$ cat src/rtl/fetch_decode_unit.sv
// PC, instruction register and opcode pre-decode beside the FETCH/EXEC1/EXEC2 sequencer.
// IR/PC update one edge after FETCH; E2/LAST_EXEC combinational; no backpressure (strobe-driven).
module fetch_decode_unit #(
    parameter int               ADDR_W   = 16,
    parameter int               INSTR_W  = 16,
    parameter int               CNT_W    = 16,
    parameter logic [ADDR_W-1:0] RESET_PC = '0,
    parameter logic [15:0]      E2_MASK  = 16'h00F0,
    parameter logic [3:0]       HALT_OPC = 4'hF
) (
    input  logic               i_clk,
    input  logic               i_rst_n,
    input  logic               i_fetch,
    input  logic               i_exec1,
    input  logic               i_exec2,
    input  logic [INSTR_W-1:0] i_imem_rdata,
    input  logic               i_jmp,
    input  logic [ADDR_W-1:0]  i_jmp_addr,
    output logic [ADDR_W-1:0]  o_imem_addr,
    output logic [INSTR_W-1:0] o_ir,
    output logic [3:0]         o_opcode,
    output logic               o_e2,
    output logic               o_last_exec,
    output logic               o_halted,
    output logic               o_err,
    output logic [CNT_W-1:0]   o_retired
);

    logic [ADDR_W-1:0]  r_pc;
    logic [INSTR_W-1:0] r_ir;
    logic               r_halted;
    logic               r_err;
    logic [CNT_W-1:0]   r_retired;

    logic       w_valid;
    logic [3:0] w_opcode;
    logic       w_e2;
    logic       w_last;
    logic       w_is_halt;

    // Exactly one sequencer strobe must be high; anything else is a protocol error.
    assign w_valid = ( i_fetch & ~i_exec1 & ~i_exec2) |
                     (~i_fetch &  i_exec1 & ~i_exec2) |
                     (~i_fetch & ~i_exec1 &  i_exec2);

    assign w_opcode  = r_ir[INSTR_W-1 -: 4];
    assign w_e2      = i_exec1 & E2_MASK[w_opcode] & ~r_halted;
    assign w_last    = (i_exec1 & ~w_e2) | i_exec2;
    assign w_is_halt = (w_opcode == HALT_OPC);

    always_ff @(posedge i_clk or negedge i_rst_n) begin
        if (!i_rst_n) begin
            r_pc      <= RESET_PC;
            r_ir      <= '0;
            r_halted  <= 1'b0;
            r_err     <= 1'b0;
            r_retired <= '0;
        end else if (!w_valid) begin
            r_err <= 1'b1;
        end else if (!r_halted) begin
            if (i_fetch) begin
                r_ir <= i_imem_rdata;
                r_pc <= r_pc + ADDR_W'(1);
            end
            if (w_last) begin
                r_retired <= r_retired + CNT_W'(1);
                // A halting instruction never jumps.
                if (w_is_halt) begin
                    r_halted <= 1'b1;
                end else if (i_jmp) begin
                    r_pc <= i_jmp_addr;
                end
            end
        end
    end

    assign o_imem_addr = r_pc;
    assign o_ir        = r_ir;
    assign o_opcode    = w_opcode;
    assign o_e2        = w_e2;
    assign o_last_exec = w_last;
    assign o_halted    = r_halted;
    assign o_err       = r_err;
    assign o_retired   = r_retired;

endmodule
$ cat config.mk
export PLATFORM = sky130hd
export DESIGN_NAME = fetch_decode_unit
export DESIGN_NICKNAME = d
export VERILOG_FILES = /design/src/rtl/fetch_decode_unit.sv
export SDC_FILE = /design/constraint.sdc
export NUM_CORES = 1
export LEC_CHECK = 0
export CAP_MARGIN = 20
export CORE_MARGIN = 3
export CORE_UTILIZATION = 41
export DETAILED_ROUTE_END_ITERATION = 12
export PLACE_DENSITY = 0.77
export SLEW_MARGIN = 20
export SYNTH_ARGS = -nofsm -noshare
export SYNTH_HDL_FRONTEND = slang
export SYNTH_SLANG_ARGS = --single-unit
$ cat constraint.sdc
create_clock -name i_clk -period 1.85 [get_ports i_clk]
set_clock_uncertainty 0.1 [all_clocks]
set_input_delay 0.185 -clock i_clk [delete_from_list [all_inputs] [get_ports i_clk]]
set_output_delay 0.185 -clock i_clk [all_outputs]
set_load 0.02 [all_outputs]
==> summary.txt, run 1 <==
Outcome
  • Status: finished, final reports clean

Logic synthesis
  • Largest cells by area after synthesis: dfrtp_1, mux2_2, xor2_1
  • Post-synth top area cell: dfrtp_1
  • EDFF count, synth: 0
  • Post-Syn Nets: 293
  • Unique masters post-synth: 46
  • Sequential share of the synthesized area: 0.4632
  • Ys flop type: dfrtp_1
  • Synth Warn #: 0
  • Synth Area per Inst: 10.68 um^2
  • Number of synthesized register bits: 50
  • Post-synthesis instance total: 253
  • Asr flop ratio synth: 1.000
  • Mapped Area: 2701 um^2
  • Post-synth top area share: 0.4632

Setup path
  • CP Cell Sequence: nor4b_4 -> or4_4 -> buf_12 -> mux2i_1 -> a2bb2oi_2
  • R2R Setup Slk: 0.01 ns
  • CP Launch Type: register
  • Crit path to: o_imem_addr[5]
  • Register-to-Register Path Depth: 5
  • Critical path arrival: 1.92 ns
  • Worst Path Required: 1.93 ns
  • Crit Path Max Fanout: 27
  • CP max-delay cell: or4_4
  • Type of the worst setup path: reg -> reg
  • Worst Setup End Kind: register
  • Slowest cell delay on critical path: 0.55 ns
  • Worst R2R End: o_imem_addr[5]
  • Worst r2r src: o_ir[14]
  • Origin of the worst setup path: o_ir[14]

Detailed routing
  • Vias per cell: 5.517
  • Initial DRC count: 127
  • Via count: 2488
  • WL/cell: 16.57 um
  • DRC Markers: 0
  • Post-route ant nets: 0
  • DRT Pass-1 Iters: 4
  • Detailed Route WL: 7472 um

Placement
  • HPWL after DPL: 5243 um
  • Routability cong.: 0.9351
  • Placement Setup Slack: -0.3572 ns
  • I/O Buffers: 93

Die
  • Die Footprint: 7599 um^2
  • Standard-cell rows: 28
  • Core Box Area: 6131 um^2
  • Die outline width: 87.17 um
  • Top Ports: 94
  • Initial core utilization: 0.4406
  • Die Span Y: 87.17 um

Clocking
  • Htree depth: 2
  • Cts bufs inserted: 5
  • CTS sink cnt: 50
  • Clk buf depth: 2
  • Root Driver: clkbuf_8
  • TritonCTS clock tree: yes
  • Reg clk slew, reported paths: 0.09 ns
  • Later-pin clock latency in the skew report: 0.30 ns

Timing
  • Worst hold margin: 0.3733 ns
  • Final Worst Setup Slack: 0.01324 ns
  • Unrepaired setup endpoints after global routing: yes
  • Slew of the pin with the lowest slew margin: 0.6435 ns
  • Final min period: 1.837 ns
  • Final setup viols: 0
  • Max_slew headroom: 0.5710
  • Fin. max-slew vios: 0
  • Final Hold Viols: 0
  • Fmax: 544.4 MHz
  • Final setup TNS: 0 ns
  • Final period util: 0.9928

Global route
  • All-Layer GR Usage: 0.1975
  • Total gr overflow: 0
  • Vias in the first global route: 2486
  • Initial antenna violation count: 0
  • Largest net degree at the start of global routing: 28
  • Global-route wire length before repair: 12080 um

Power
  • Leakage: 1.778 nW
  • Design Power: 5.977 mW
  • VDD IR-drop max: 0.9946 mV
  • PwrDens: 1422 nW/um^2

Worst hold path
  • Worst min-delay path class: in -> async

Finish
  • Diodes inserted: 0
  • Layout area overhead: 55.63%
  • Layout cells sized above 1: 0.2633
  • Net count, final: 415
  • Post-layout util: 0.6857

Run
  • Max Cap Violations: 0
==> area by class of cell <==
class                      instances  area [um^2]
timing repair buffer             134         1252
tap                               75        93.84
clock buffer                       7        86.33
inverter                           7        26.28
fill                             457         1927
sequential                        50         1255
multi-input combinational        177         1460
clock inverter                     1        30.03
==> report_power, final <==
| group | leakage (nW) | total, mW | internal (mW) | switching [mW] |
|---|---|---|---|---|
| Combinational | 1.12 | 3.28 | 1.71 | 1.58 |
| Clock | 0.0585 | 0.805 | 0.441 | 0.363 |
| Sequential | 0.598 | 1.89 | 1.51 | 0.379 |
==> flip-flops by register name, summed over array words and instances (netlist names) <==
| register | count |
|---|---|
| o_ir | 16 |
| o_retired | 16 |
| o_err | 1 |
| o_halted | 1 |
| o_imem_addr | 16 |
==> how the worst min path moves through the flow <==
stage	cells after the start	slack, ns	end
final	2	0.37	o_err
after global routing	2	0.37	o_ir[10]
after CTS	2	0.37	o_imem_addr[0]
after detailed placement	1	0.15	o_ir[1]
after global placement	1	0.14	o_err
after floorplan	0	-0.21	o_err
==> synthesized netlist by cell type, types with 4 or more instances <==
cell	instances
buf_1	4
and2_1	4
nand2_1	10
inv_1	7
xnor2_1	4
nor3_1	5
mux2i_1	10
nor2_1	4
clkbuf_1	4
and3_1	4
nor4_1	8
and4_1	6
nand3_1	16
mux2_2	17
nand4_1	13
a21oi_1	15
dfrtp_1	50
a2bb2oi_1	11
xor2_1	12
buf_4	7
==> kinds of logic (layout without fill, tap and decap cells) <==
logic type | after synthesis | after routing | share of synthesized area
AO/OA/AOI/OAI | 44 | 44 | 0.1144
XOR/XNOR | 16 | 16 | 0.05187
adder cells (fa/ha/maj) | 2 | 2 | 0.009262
buffers and inverters | 27 | 149 | 0.05419
flip-flops | 50 | 50 | 0.4632
multiplexers | 27 | 27 | 0.1079
AND/OR/NAND/NOR | 87 | 88 | 0.1992
==> critical path: cells and delay by family, from the launching register on <==
kind                   cells  cell delay, ns
AND/OR/NAND/NOR            2            0.69
multiplexers               1            0.21
flip-flops                 1            0.43
AO/OA/AOI/OAI              1            0.08
buffers and inverters      1            0.19
==> cells in the final DEF (no fill, tap or decap), drive strengths merged, types with 3 or more instances in the layout <==
cell            n
inv             7
a2111oi         3
and2            5
and4            6
mux2i          10
or4             3
xor2           12
nor4            8
mux2           17
xnor2           4
clkdlybuf4s50  88
nor2            6
o211ai          3
a2bb2oi        11
nor3            5
and3            4
nand2          10
dfrtp          50
nand4          13
a21oi          15
clkbuf          9
buf            41
nand3          16
==> metal layers <==
| metal | GRT usage | vias up | part of all wire |
|---|---|---|---|
| met5 | 0 | - | 0 |
| met4 | 0.04045 | 0 | 0.0051 |
| met3 | 0.04447 | 6 | 0.077 |
| met2 | 0.3182 | 101 | 0.48 |
| met1 | 0.2740 | 1193 | 0.44 |
| li1 | - | 1188 | - |
==> repair_timing <==
item	CTS	global route
setup endpoints to repair	22	34
pin swaps	3	4
buffers inserted	1	0
cloned	1	0
resized for setup	8	23
hold endpoints to repair	26	0
hold buffers	1	0
==> metrics by stage <==
step / cells / instance area (um^2)
after detailed placement: 441 / 3961
after global routing: 451 / 4204
final: 451 / 4204
after floorplan: 253 / 2756
after CTS: 452 / 4114
after global placement: 441 / 3961
Note: power is estimated with default switching activity, not from simulation.
==> run 2, diff against run 1 <==
--- a/config.mk
+++ b/config.mk
@@ -5,7 +5,6 @@
 export SDC_FILE = /design/constraint.sdc
 export NUM_CORES = 1
 export LEC_CHECK = 0
-export CAP_MARGIN = 20
 export CORE_MARGIN = 3
 export CORE_UTILIZATION = 41
 export DETAILED_ROUTE_END_ITERATION = 12
==> results of run 2 <==
Final layout, timing and power as in run 1 (identical DEF).
==> run 3, diff against run 2 <==
--- a/config.mk
+++ b/config.mk
@@ -8,6 +8,7 @@
 export CORE_MARGIN = 3
 export CORE_UTILIZATION = 41
 export DETAILED_ROUTE_END_ITERATION = 12
+export GPL_ROUTABILITY_DRIVEN = 0
 export PLACE_DENSITY = 0.77
 export SLEW_MARGIN = 20
 export SYNTH_ARGS = -nofsm -noshare
==> results of run 3 <==
Final layout, timing and power as in run 1 (identical DEF).
